### src/rtl/spiker_reader_if.sv
// Register-file / core / writer side signals of the spiker input reader.
// The slave modport faces the reader; the master modport faces whoever drives it.
interface spiker_reader_if #(
   parameter int WIDTH    = 32,
   parameter int N_SPIKES = 784,
   parameter int IDX_W    = 5
);
   logic [WIDTH-1:0]    word_i;
   logic [IDX_W-1:0]    word_idx_i;
   logic                word_we_i;
   logic                clear_i;
   logic                start_i;
   logic                abort_i;
   logic                core_ready_i;
   logic                result_valid_i;
   logic                writer_ready_i;
   logic [N_SPIKES-1:0] spikes_o;
   logic                valid_o;
   logic                sample_o;
   logic                busy_o;
   logic                done_o;
   logic                err_o;

   modport slave (
      input  word_i, word_idx_i, word_we_i, clear_i, start_i, abort_i,
             core_ready_i, result_valid_i, writer_ready_i,
      output spikes_o, valid_o, sample_o, busy_o, done_o, err_o
   );

   modport master (
      output word_i, word_idx_i, word_we_i, clear_i, start_i, abort_i,
             core_ready_i, result_valid_i, writer_ready_i,
      input  spikes_o, valid_o, sample_o, busy_o, done_o, err_o
   );
endinterface

### src/rtl/spiker_reader.sv
// Input stage of the spiker adapter: buffers the spike frame written by software
// and steps the core through N_STEPS timesteps, pulsing sample_o after each drain.
module spiker_reader #(
   parameter int WIDTH    = 32,
   parameter int N_SPIKES = 784,
   parameter int N_WORDS  = 25,
   parameter int N_STEPS  = 15,
   parameter int IDX_W    = 5
) (
   input  logic          clk_i,
   input  logic          rst_ni,
   spiker_reader_if.slave bus
);
   localparam int CNT_W = (N_STEPS > 1) ? $clog2(N_STEPS) : 1;

   typedef enum logic [2:0] {IDLE, ISSUE, WAIT_RES, WAIT_DRAIN, STEP} state_e;

   state_e              state_q;
   logic [CNT_W-1:0]    step_cnt_q;
   logic                seen_low_q;
   logic                valid_q, sample_q, done_q, err_q;
   logic [N_SPIKES-1:0] buf_w;

   logic idle, idx_ok, wr_en, clr_en, err_set, start_ok, last_step;

   assign idle      = (state_q == IDLE);
   assign idx_ok    = {1'b0, bus.word_idx_i} < (IDX_W+1)'(N_WORDS);
   assign clr_en    = idle && bus.clear_i;
   assign wr_en     = idle && bus.word_we_i && idx_ok && !bus.clear_i;
   assign start_ok  = idle && bus.start_i && !bus.abort_i;
   assign last_step = (step_cnt_q == CNT_W'(N_STEPS-1));
   assign err_set   = (bus.word_we_i && (!idle || !idx_ok))
                    || (!idle && (bus.clear_i || bus.start_i));

   // Each word holds only the bits that land below N_SPIKES, so the tail of the
   // last word is never stored.
   for (genvar w = 0; w < N_WORDS; w++) begin : g_word
      localparam int LO   = w * WIDTH;
      localparam int BITS = (N_SPIKES - LO < WIDTH) ? (N_SPIKES - LO) : WIDTH;
      logic [BITS-1:0] word_q;

      always_ff @(posedge clk_i or negedge rst_ni) begin
         if (!rst_ni)
            word_q <= '0;
         else if (clr_en)
            word_q <= '0;
         else if (wr_en && bus.word_idx_i == IDX_W'(w))
            word_q <= bus.word_i[BITS-1:0];
      end

      assign buf_w[LO +: BITS] = word_q;
   end

   always_ff @(posedge clk_i or negedge rst_ni) begin
      if (!rst_ni) begin
         state_q    <= IDLE;
         step_cnt_q <= '0;
         seen_low_q <= 1'b0;
         valid_q    <= 1'b0;
         sample_q   <= 1'b0;
         done_q     <= 1'b0;
         err_q      <= 1'b0;
      end else begin
         sample_q <= 1'b0;
         done_q   <= 1'b0;
         if (start_ok) err_q <= 1'b0;
         if (err_set)  err_q <= 1'b1;

         if (!idle && bus.abort_i) begin
            state_q <= IDLE;
            valid_q <= 1'b0;
         end else begin
            case (state_q)
               IDLE: if (start_ok) begin
                  state_q    <= ISSUE;
                  step_cnt_q <= '0;
                  valid_q    <= 1'b1;
               end
               ISSUE: if (bus.core_ready_i) begin
                  state_q <= WAIT_RES;
                  valid_q <= 1'b0;
               end
               WAIT_RES: if (bus.result_valid_i) begin
                  state_q    <= WAIT_DRAIN;
                  seen_low_q <= 1'b0;
               end
               // The writer's ready is still high from before the result; only a
               // 1 that follows a 0 means the pipeline has actually drained.
               WAIT_DRAIN: begin
                  if (!bus.writer_ready_i)
                     seen_low_q <= 1'b1;
                  else if (seen_low_q) begin
                     state_q  <= STEP;
                     sample_q <= 1'b1;
                     done_q   <= last_step;
                  end
               end
               STEP: begin
                  if (last_step)
                     state_q <= IDLE;
                  else begin
                     step_cnt_q <= step_cnt_q + 1'b1;
                     state_q    <= ISSUE;
                     valid_q    <= 1'b1;
                  end
               end
               default: state_q <= IDLE;
            endcase
         end
      end
   end

   assign bus.spikes_o = buf_w;
   assign bus.valid_o  = valid_q;
   assign bus.sample_o = sample_q;
   assign bus.busy_o   = !idle;
   assign bus.done_o   = done_q;
   assign bus.err_o    = err_q;
endmodule

### src/flat_wrapper.sv
// flat-port wrapper written by rule: the top's interface ports become plain ports
module spiker_reader_flat 
#(
   parameter int WIDTH    = 32,
   parameter int N_SPIKES = 784,
   parameter int N_WORDS  = 25,
   parameter int N_STEPS  = 15,
   parameter int IDX_W    = 5
)
  (clk_i, rst_ni, bus_word_i, bus_word_idx_i, bus_word_we_i, bus_clear_i, bus_start_i, bus_abort_i, bus_core_ready_i, bus_result_valid_i, bus_writer_ready_i, bus_spikes_o, bus_valid_o, bus_sample_o, bus_busy_o, bus_done_o, bus_err_o);
  spiker_reader_if #(.WIDTH(WIDTH), .N_SPIKES(N_SPIKES), .IDX_W(IDX_W)) bus_i ();
  input  logic clk_i;
  input  logic rst_ni;
  input wire logic [$bits(bus_i.word_i)-1:0] bus_word_i;
  input wire logic [$bits(bus_i.word_idx_i)-1:0] bus_word_idx_i;
  input wire logic [$bits(bus_i.word_we_i)-1:0] bus_word_we_i;
  input wire logic [$bits(bus_i.clear_i)-1:0] bus_clear_i;
  input wire logic [$bits(bus_i.start_i)-1:0] bus_start_i;
  input wire logic [$bits(bus_i.abort_i)-1:0] bus_abort_i;
  input wire logic [$bits(bus_i.core_ready_i)-1:0] bus_core_ready_i;
  input wire logic [$bits(bus_i.result_valid_i)-1:0] bus_result_valid_i;
  input wire logic [$bits(bus_i.writer_ready_i)-1:0] bus_writer_ready_i;
  output wire logic [$bits(bus_i.spikes_o)-1:0] bus_spikes_o;
  output wire logic [$bits(bus_i.valid_o)-1:0] bus_valid_o;
  output wire logic [$bits(bus_i.sample_o)-1:0] bus_sample_o;
  output wire logic [$bits(bus_i.busy_o)-1:0] bus_busy_o;
  output wire logic [$bits(bus_i.done_o)-1:0] bus_done_o;
  output wire logic [$bits(bus_i.err_o)-1:0] bus_err_o;
  assign bus_i.word_i = bus_word_i;
  assign bus_i.word_idx_i = bus_word_idx_i;
  assign bus_i.word_we_i = bus_word_we_i;
  assign bus_i.clear_i = bus_clear_i;
  assign bus_i.start_i = bus_start_i;
  assign bus_i.abort_i = bus_abort_i;
  assign bus_i.core_ready_i = bus_core_ready_i;
  assign bus_i.result_valid_i = bus_result_valid_i;
  assign bus_i.writer_ready_i = bus_writer_ready_i;
  assign bus_spikes_o = bus_i.spikes_o;
  assign bus_valid_o = bus_i.valid_o;
  assign bus_sample_o = bus_i.sample_o;
  assign bus_busy_o = bus_i.busy_o;
  assign bus_done_o = bus_i.done_o;
  assign bus_err_o = bus_i.err_o;
  spiker_reader #(.WIDTH(WIDTH), .N_SPIKES(N_SPIKES), .N_WORDS(N_WORDS), .N_STEPS(N_STEPS), .IDX_W(IDX_W)) u_core (.clk_i(clk_i), .rst_ni(rst_ni), .bus(bus_i));
endmodule
### config.mk
export PLATFORM = sky130hd
export DESIGN_NAME = spiker_reader_flat
export DESIGN_NICKNAME = d
export VERILOG_FILES = /design/src/rtl/spiker_reader_if.sv /design/src/rtl/spiker_reader.sv /design/src/flat_wrapper.sv
export SDC_FILE = /design/constraint.sdc
export NUM_CORES = 1
export LEC_CHECK = 0
export CAP_MARGIN = 20
export CORE_AREA = 5 5 326 328
export CTS_BUF_LIST = sky130_fd_sc_hd__clkbuf_4 sky130_fd_sc_hd__clkbuf_8
export CTS_CLUSTER_SIZE = 24
export DETAILED_ROUTE_END_ITERATION = 10
export DIE_AREA = 0 0 331 333
export HOLD_SLACK_MARGIN = 0.06
export SLEW_MARGIN = 20
export SYNTH_ARGS = -nofsm -noshare
export SYNTH_HDL_FRONTEND = slang
export SYNTH_SLANG_ARGS = --single-unit
export TNS_END_PERCENT = 20
### constraint.sdc
create_clock -name clk_i -period 3.1 [get_ports clk_i]
set_input_delay 0.31 -clock clk_i [delete_from_list [all_inputs] [get_ports clk_i]]
set_output_delay 0.31 -clock clk_i [all_outputs]
set_load 0.02 [all_outputs]
==> results of run 1 <==
==> layout make-up <==
type	count	area [um2]
Antenna cell	17	42.54
Clock buffer	221	2754
Clock inverter	22	245.2
Fill cell	10010	59400
Inverter	4	15.01
Multi-Input combinational cell	1690	8801
Sequential cell	796	19920
Tap cell	1380	1727
Timing Repair Buffer	968	10000
==> sequential cells by signal, indices dropped and copies added (netlist names) <==
| signal | cells |
|---|---|
| u_core.g_word.word_q | 784 |
| u_core.step_cnt_q | 4 |
| u_core.state_q | 3 |
| u_core.bus.done_o | 1 |
| u_core.bus.err_o | 1 |
| u_core.bus.sample_o | 1 |
| u_core.bus.valid_o | 1 |
| u_core.seen_low_q | 1 |
==> cell usage after synthesis (2+ instances only) <==
cell type,number,area (um2)
clkbuf_1,194,728.2
dfrtp_1,796,19920
buf_1,7,26.28
inv_1,4,15.01
nor2_1,7,26.28
nor3b_2,3,37.54
nand4_1,4,25.02
buf_4,4,30.03
nand3_1,794,3974
xor2_1,2,17.52
nor3_1,5,25.02
buf_2,110,550.5
ha_1,2,25.02
and4b_1,2,20.02
nand2_1,37,138.9
and3b_1,3,26.28
o21ai_0,768,3844
a21oi_1,2,10.01
nand2b_1,4,25.02
o21ai_1,20,100.1
nand3_2,19,190.2
==> stage by stage <==
step                      worst slack [ps]  instances  hold slack [ps]
after detailed placement             298.7       4837            391.1
after global placement               307.7       4837            392.3
after global routing                 117.1       5088            128.5
after floorplan                       1384       2806            14.41
after CTS                            135.0       5081            62.75
final                                275.3       5098            129.1
==> cell families after synthesis <==
| group | count (synthesis) |
|---|---|
| AOI/OAI and AO/OA | 797 |
| xor gates and xnor gates | 2 |
| adders and majority gates | 2 |
| buffers and inverters | 320 |
| DFF | 796 |
| and+or+nand+nor | 889 |
==> power by group through the flow <==
stage / Combinational, mW / Clock (mW) / Sequential (mW)
2_1_floorplan: 1.75 / 0 / 11.2
3_3_place_gp: 4.62 / 0 / 11.0
3_5_place_dp: 4.62 / 0 / 11.0
4_1_cts: 4.63 / 10.6 / 10.8
5_1_grt: 4.84 / 11.0 / 10.8
6_report: 4.62 / 10.4 / 10.8
==> how the worst max path moves through the flow <==
stage               cells after the start                                  endpoint
floorplan                               8  u_core.g_word[17].word_q[16]$_DFFE_PN0P_
global placement                        6   u_core.g_word[4].word_q[26]$_DFFE_PN0P_
detailed placement                      6    u_core.g_word[2].word_q[3]$_DFFE_PN0P_
CTS                                     4                                bus_busy_o
global route                            4                                bus_busy_o
finish                                  4                                bus_busy_o
==> routing by layer <==
layer	track usage [%]	vias up	wire [um]
met5	0	-	0
met4	7.735	0	3825
met3	7.731	168	13020
met2	34.95	1146	58320
met1	28.10	12640	50240
li1	-	11570	-
==> critical path, cell delays in order, from the launching register on <==
cell and delay (ps):
dfrtp_1 520, nor3_4 340, buf_4 220, inv_1 80, clkdlybuf4s50_1 570
==> timing repair <==
item	CTS	global route
endpoints found under the setup margin	0	0
buffers inserted	0	0
hold buffers	1	0
hold endpoints to repair	321	0
==> metrics.md, run 1 <==
| Metric | Value |
|---|---|
| Status | `complete, no violations` |
| R2R depth | `6` |
| Final Hold Fails | `0` |
| TritonCTS clock tree | `done` |
| Clk pwr share | `40.2%` |
| Fraction of layout instances using a drive strength above 1 | `11.97%` |
| Reg2reg start | `u_core.state_q[2]$_DFFE_PN0P_` |
| Complex-gate fraction of the synthesized area | `13.40%` |
| Gr ovfl total | `0` |
| Die height | `333 um` |
| Synth Area in Adders | `0.08362%` |
| Post-synth net total | `2854` |
| Seq cells post-synth | `796` |
| Post-DP Area | `40450 um2` |
| Total power | `25.81 mW` |
| FP Rows | `118` |
| Worst r2r dst | `u_core.g_word[2].word_q[6]$_DFFE_PN0P_` |
| Seq/Total Area, Yosys | `66.56%` |
| Critical Path Sink Type | `output pin` |
| Shortest period the worst path allows | `2825 ps` |
| Power share of the combinational group | `17.9%` |
| Mux share of post-synthesis cell area | `0%` |
| Die area | `110200 um2` |
| Drt drc | `0` |
| EDFF count, synth | `0` |
| Crit path launch type | `flip-flop` |
| DR pass1 iterations | `6` |
| Clock buffer depth | `3` |
| Fin crit share | `91.12%` |
| R2R setup slack | `500 ps` |
| IO Pins | `835` |
| Leak Pwr | `18.43 nW` |
| Post-layout util | `42.27%` |
| Commonest cells after routing, fill and taps aside | `clkdlybuf4s50_1 (833), dfrtp_1 (796), nand3_1 (789), o21ai_0 (768), clkbuf_8 (175)` |
| Critical Path AT | `2510 ps` |
| Starting Density | `29.08%` |
| Max VDD drop | `0.4080 mV` |
| Most used DFF post-synth | `dfrtp_1` |
| Number of global-route vias before repair | `24730` |
| Setup_tns | `0 ps` |
| FMAX | `354.0 MHz` |
| Routed len/inst | `24.60 um` |
| Internal power | `17.68 mW` |
| Largest net degree at the start of global routing | `200` |
| Mapped Avg Cell Area | `10.67 um2` |
| Resized Gates After CTS | `0` |
| Cell variety after synth | `40` |
| Mapped cell area | `29930 um2` |
| CTS root buffer | `clkbuf_8` |
| Net Sw Frac | `31.48%` |
| Critical path required time | `2790 ps` |
| Power Density | `593.3 nW/um2` |
| Worst-Skew Late Latency | `810 ps` |
| Synth Area in XOR/XNOR | `0.05853%` |
| Initial drt markers | `2275` |
| Antenna Nets Post-Route | `0` |
| Most common cell after layout, fill and taps aside | `clkdlybuf4s50_1` |
| Clock transition at path regs | `60 ps` |
| Asr flop ratio synth | `100.0%` |
| First-pass GRT wire length | `178.8 mm` |
| WL final | `125.4 mm` |
| Slew HR | `25.09%` |
| Clock skew | `34.16 ps` |
| PortBufs | `834` |
| Max cap viols | `0` |
| Design Area, Final | `43500 um2` |
| Initial antenna violation count | `21` |
| CTS sink cnt | `796` |
| Inserted Clock Buffers | `139` |
| H-tree Lvls | `4` |
| Post-Synth Simple-Gate Area | `15.38%` |
| Detailed Place HPWL | `82.88 mm` |
| Die Width | `331 um` |
| Vias | `25520` |
| Critical Path Source | `u_core.state_q[2]$_DFFE_PN0P_` |
| Worst-path maximum fanout | `11` |
| Unrepaired setup endpoints after global routing | `no` |
| HP Class | `primary input to asynchronous set/reset pin` |
| Cells after Synth | `2806` |
| Crit Path Class | `flip-flop to output pin` |
| Final setup viols | `0` |
| Tot GR Track Use | `22.04%` |
| Worst-Margin Slew | `1124 ps` |
| Area Growth Syn to Fin | `45.36%` |
| GPL Wtd Cong | `0.7927` |
| Largest family of logic cells by synthesized area | `simple AND/OR/NAND/NOR gates` |
| Core Region | `102900 um2` |
| Final net count | `3647` |
| Vias per cell | `5.007` |
| YS warnings | `0` |
| Final Slew Violations | `0` |
| Switch Pwr | `8.126 mW` |
| Sequential share of power | `41.9%` |
Power figures use the tool's default switching activity.
==> run 2, diff against run 1 <==
- REMOVE_ABC_BUFFERS: not set -> 1
- clock period: 3.1 -> 3.4 ns (I/O delays scaled with it)
==> run 2 against run 1 <==
  * Clock skew decreased by 13 ps
  * Cell area decreased by 1.1%
  * Sequential power decreased by 9%
  * Register-to-register slack improved by 340 ps
  * Largest cell class unchanged
  * Utilization decreased by 0.47 points
  * Combinational power decreased by 23%
  * Hold slack improved by 4.3 ps
  * Wire length decreased by 3.5%
  * Clock power decreased by 12%
  * Power decreased by 12%
  * Sequential share of layout area increased by 0.51 points
  * Via count decreased by 1.2%
==> metrics.md, run 2 (synthesis gave the netlist of run 1 again) <==
| Metric | Value |
|---|---|
| Status | `complete, no violations` |
| Shortest period the worst path allows | `3068 ps` |
| Worst-Margin Slew | `1024 ps` |
| Crit Path Class | `flip-flop to output pin` |
| Tot GR Track Use | `21.17%` |
| Gr ovfl total | `0` |
| HP Class | `primary input to asynchronous set/reset pin` |
| CP Buf/Inv Count | `3` |
| Initial antenna violation count | `6` |
| Setup WS pre-CTS | `572.0 ps` |
| Setup ws final | `332.2 ps` |
| Commonest cells after routing, fill and taps aside | `clkdlybuf4s50_1 (833), dfrtp_1 (796), nand3_1 (788), o21ai_0 (768), clkbuf_8 (178)` |
| FP Rows | `118` |
| Vias per cell | `4.971` |
| R2R setup slack | `840 ps` |
| R2R depth | `5` |
| Clock buffer depth | `3` |
| Slowest-stage cell, CP | `clkdlybuf4s50_1` |
| Critical Path Sink Type | `output pin` |
| Critical Path AT | `2730 ps` |
| Unrepaired setup endpoints after global routing | `no` |
| CTS sink cnt | `796` |
| First-pass GRT wire length | `173.4 mm` |
| Worst-path maximum fanout | `28` |
| Max VDD drop | `0.3085 mV` |
| Final Hold Fails | `0` |
| Post-Place Cells | `4835` |
| Routed len/inst | `23.86 um` |
| WL final | `121.0 mm` |
| Leak Pwr | `18.18 nW` |
| Crit path launch type | `flip-flop` |
| Die area | `110200 um2` |
| Critical path required time | `3060 ps` |
| Die Width | `331 um` |
| Die height | `333 um` |
| PortBufs | `834` |
| TritonCTS clock tree | `done` |
| GPL Wtd Cong | `0.7928` |
| Drt drc | `0` |
| Power Density | `525.1 nW/um2` |
| Worst r2r dst | `u_core.g_word[4].word_q[7]$_DFFE_PN0P_` |
| Initial drt markers | `1908` |
| Starting Density | `29.08%` |
| Most common cell after layout, fill and taps aside | `clkdlybuf4s50_1` |
| Clock transition at path regs | `60 ps` |
| Largest regs | `u_core.g_word.word_q: 784 flops, u_core.step_cnt_q: 4 flops, u_core.state_q: 3 flops` |
| Worst-path cell chain | `nor3_4 > buf_12 > inv_1 > clkdlybuf4s50_1` |
| Clock skew | `20.87 ps` |
| Final setup viols | `0` |
| Largest Register | `u_core.g_word.word_q` |
| H-tree Lvls | `4` |
| IO Pins | `835` |
| Post-CTS Setup Inserts | `0` |
| FMAX | `326.0 MHz` |
| Critical path's largest stage delay | `590 ps` |
| Fin crit share | `90.23%` |
| Final net count | `3646` |
| Resized Gates After CTS | `0` |
| DR pass1 iterations | `5` |
| Worst-Skew Late Latency | `810 ps` |
| Fraction of layout instances using a drive strength above 1 | `10.77%` |
| Antenna Nets Post-Route | `0` |
| Max reg flops | `784` |
| Cts hold-fix bufs | `2` |
| Slew HR | `31.72%` |
| Max cap viols | `0` |
| Area Growth Syn to Fin | `43.76%` |
| Largest net degree at the start of global routing | `84` |
| Core Region | `102900 um2` |
| Inserted Clock Buffers | `139` |
| Detailed Place HPWL | `78.96 mm` |
| Vias | `25210` |
| Final Slew Violations | `0` |
| FILL cells | `9965` |
| Reg2reg start | `u_core.state_q[2]$_DFFE_PN0P_` |
| Number of global-route vias before repair | `24700` |
| Top delay family on crit path | `buffers and inverters` |
| Post-layout util | `41.81%` |
| Post-route insts no fill | `5072` |
| CTS root buffer | `clkbuf_8` |
| Total power | `22.59 mW` |
-- run 2: worst max path at each step --
stage                                              from  depth (start not counted)  slack [ps]                                       end
after floorplan           u_core.state_q[2]$_DFFE_PN0P_                          4       -7400   u_core.g_word[10].word_q[0]$_DFFE_PN0P_
after global placement                      bus_clear_i                          6         620    u_core.g_word[6].word_q[9]$_DFFE_PN0P_
after detailed placement                    bus_clear_i                          6         570  u_core.g_word[23].word_q[29]$_DFFE_PN0P_
after CTS                 u_core.state_q[2]$_DFFE_PN0P_                          4         180                                bus_busy_o
after global routing      u_core.state_q[2]$_DFFE_PN0P_                          4         170                                bus_busy_o
final                     u_core.state_q[2]$_DFFE_PN0P_                          4         330                                bus_busy_o
-- run 2: cell type report --
| class | instances | area [um2] | share of cell area [%] |
|---|---|---|---|
| Antenna cell | 5 | 12.51 | 0.02908 |
| Clock buffer | 215 | 2728 | 6.340 |
| Clock inverter | 15 | 131.4 | 0.3054 |
| Inverter | 4 | 15.01 | 0.03490 |
| Multi-Input combinational cell | 1690 | 8884 | 20.65 |
| Sequential cell | 796 | 19920 | 46.30 |
| Tap cell | 1380 | 1727 | 4.013 |
| Timing Repair Buffer | 967 | 9607 | 22.33 |
-- run 2: where the power goes --
group	internal (mW)	total, mW	switching [mW]
combinational	0.929	3.57	2.64
sequential	9.69	9.85	0.156
clock	5.15	9.18	4.03
total	15.8	22.6	6.82
-- run 2: per-stage QoR --
stage	cell area, um2	hold WS (ps)	setup TNS (ps)
global route	43020	135.7	0
finish	43020	133.4	0
CTS	43010	72.15	0
detailed placement	40130	411.9	0
global placement	40130	397.3	0
floorplan	28590	44.41	-5719450
-- run 2: per-layer routing --
| metal | wire length [um] | vias to the layer above | track usage, % |
|---|---|---|---|
| met4 | 4604 | 0 | 8.140 |
| met3 | 10470 | 225 | 6.927 |
| met1 | 48820 | 12450 | 26.45 |
| met5 | 0 | - | 0 |
| met2 | 57110 | 1015 | 34.20 |
| li1 | - | 11520 | - |
-- run 2: worst register-to-register path: cells and delay by family, from the launching register on --
kind,cells,cell delay [ps]
AOI/OAI and AO/OA,1,250
buffers and inverters,1,300
DFF,1,520
and+or+nand+nor,3,1320
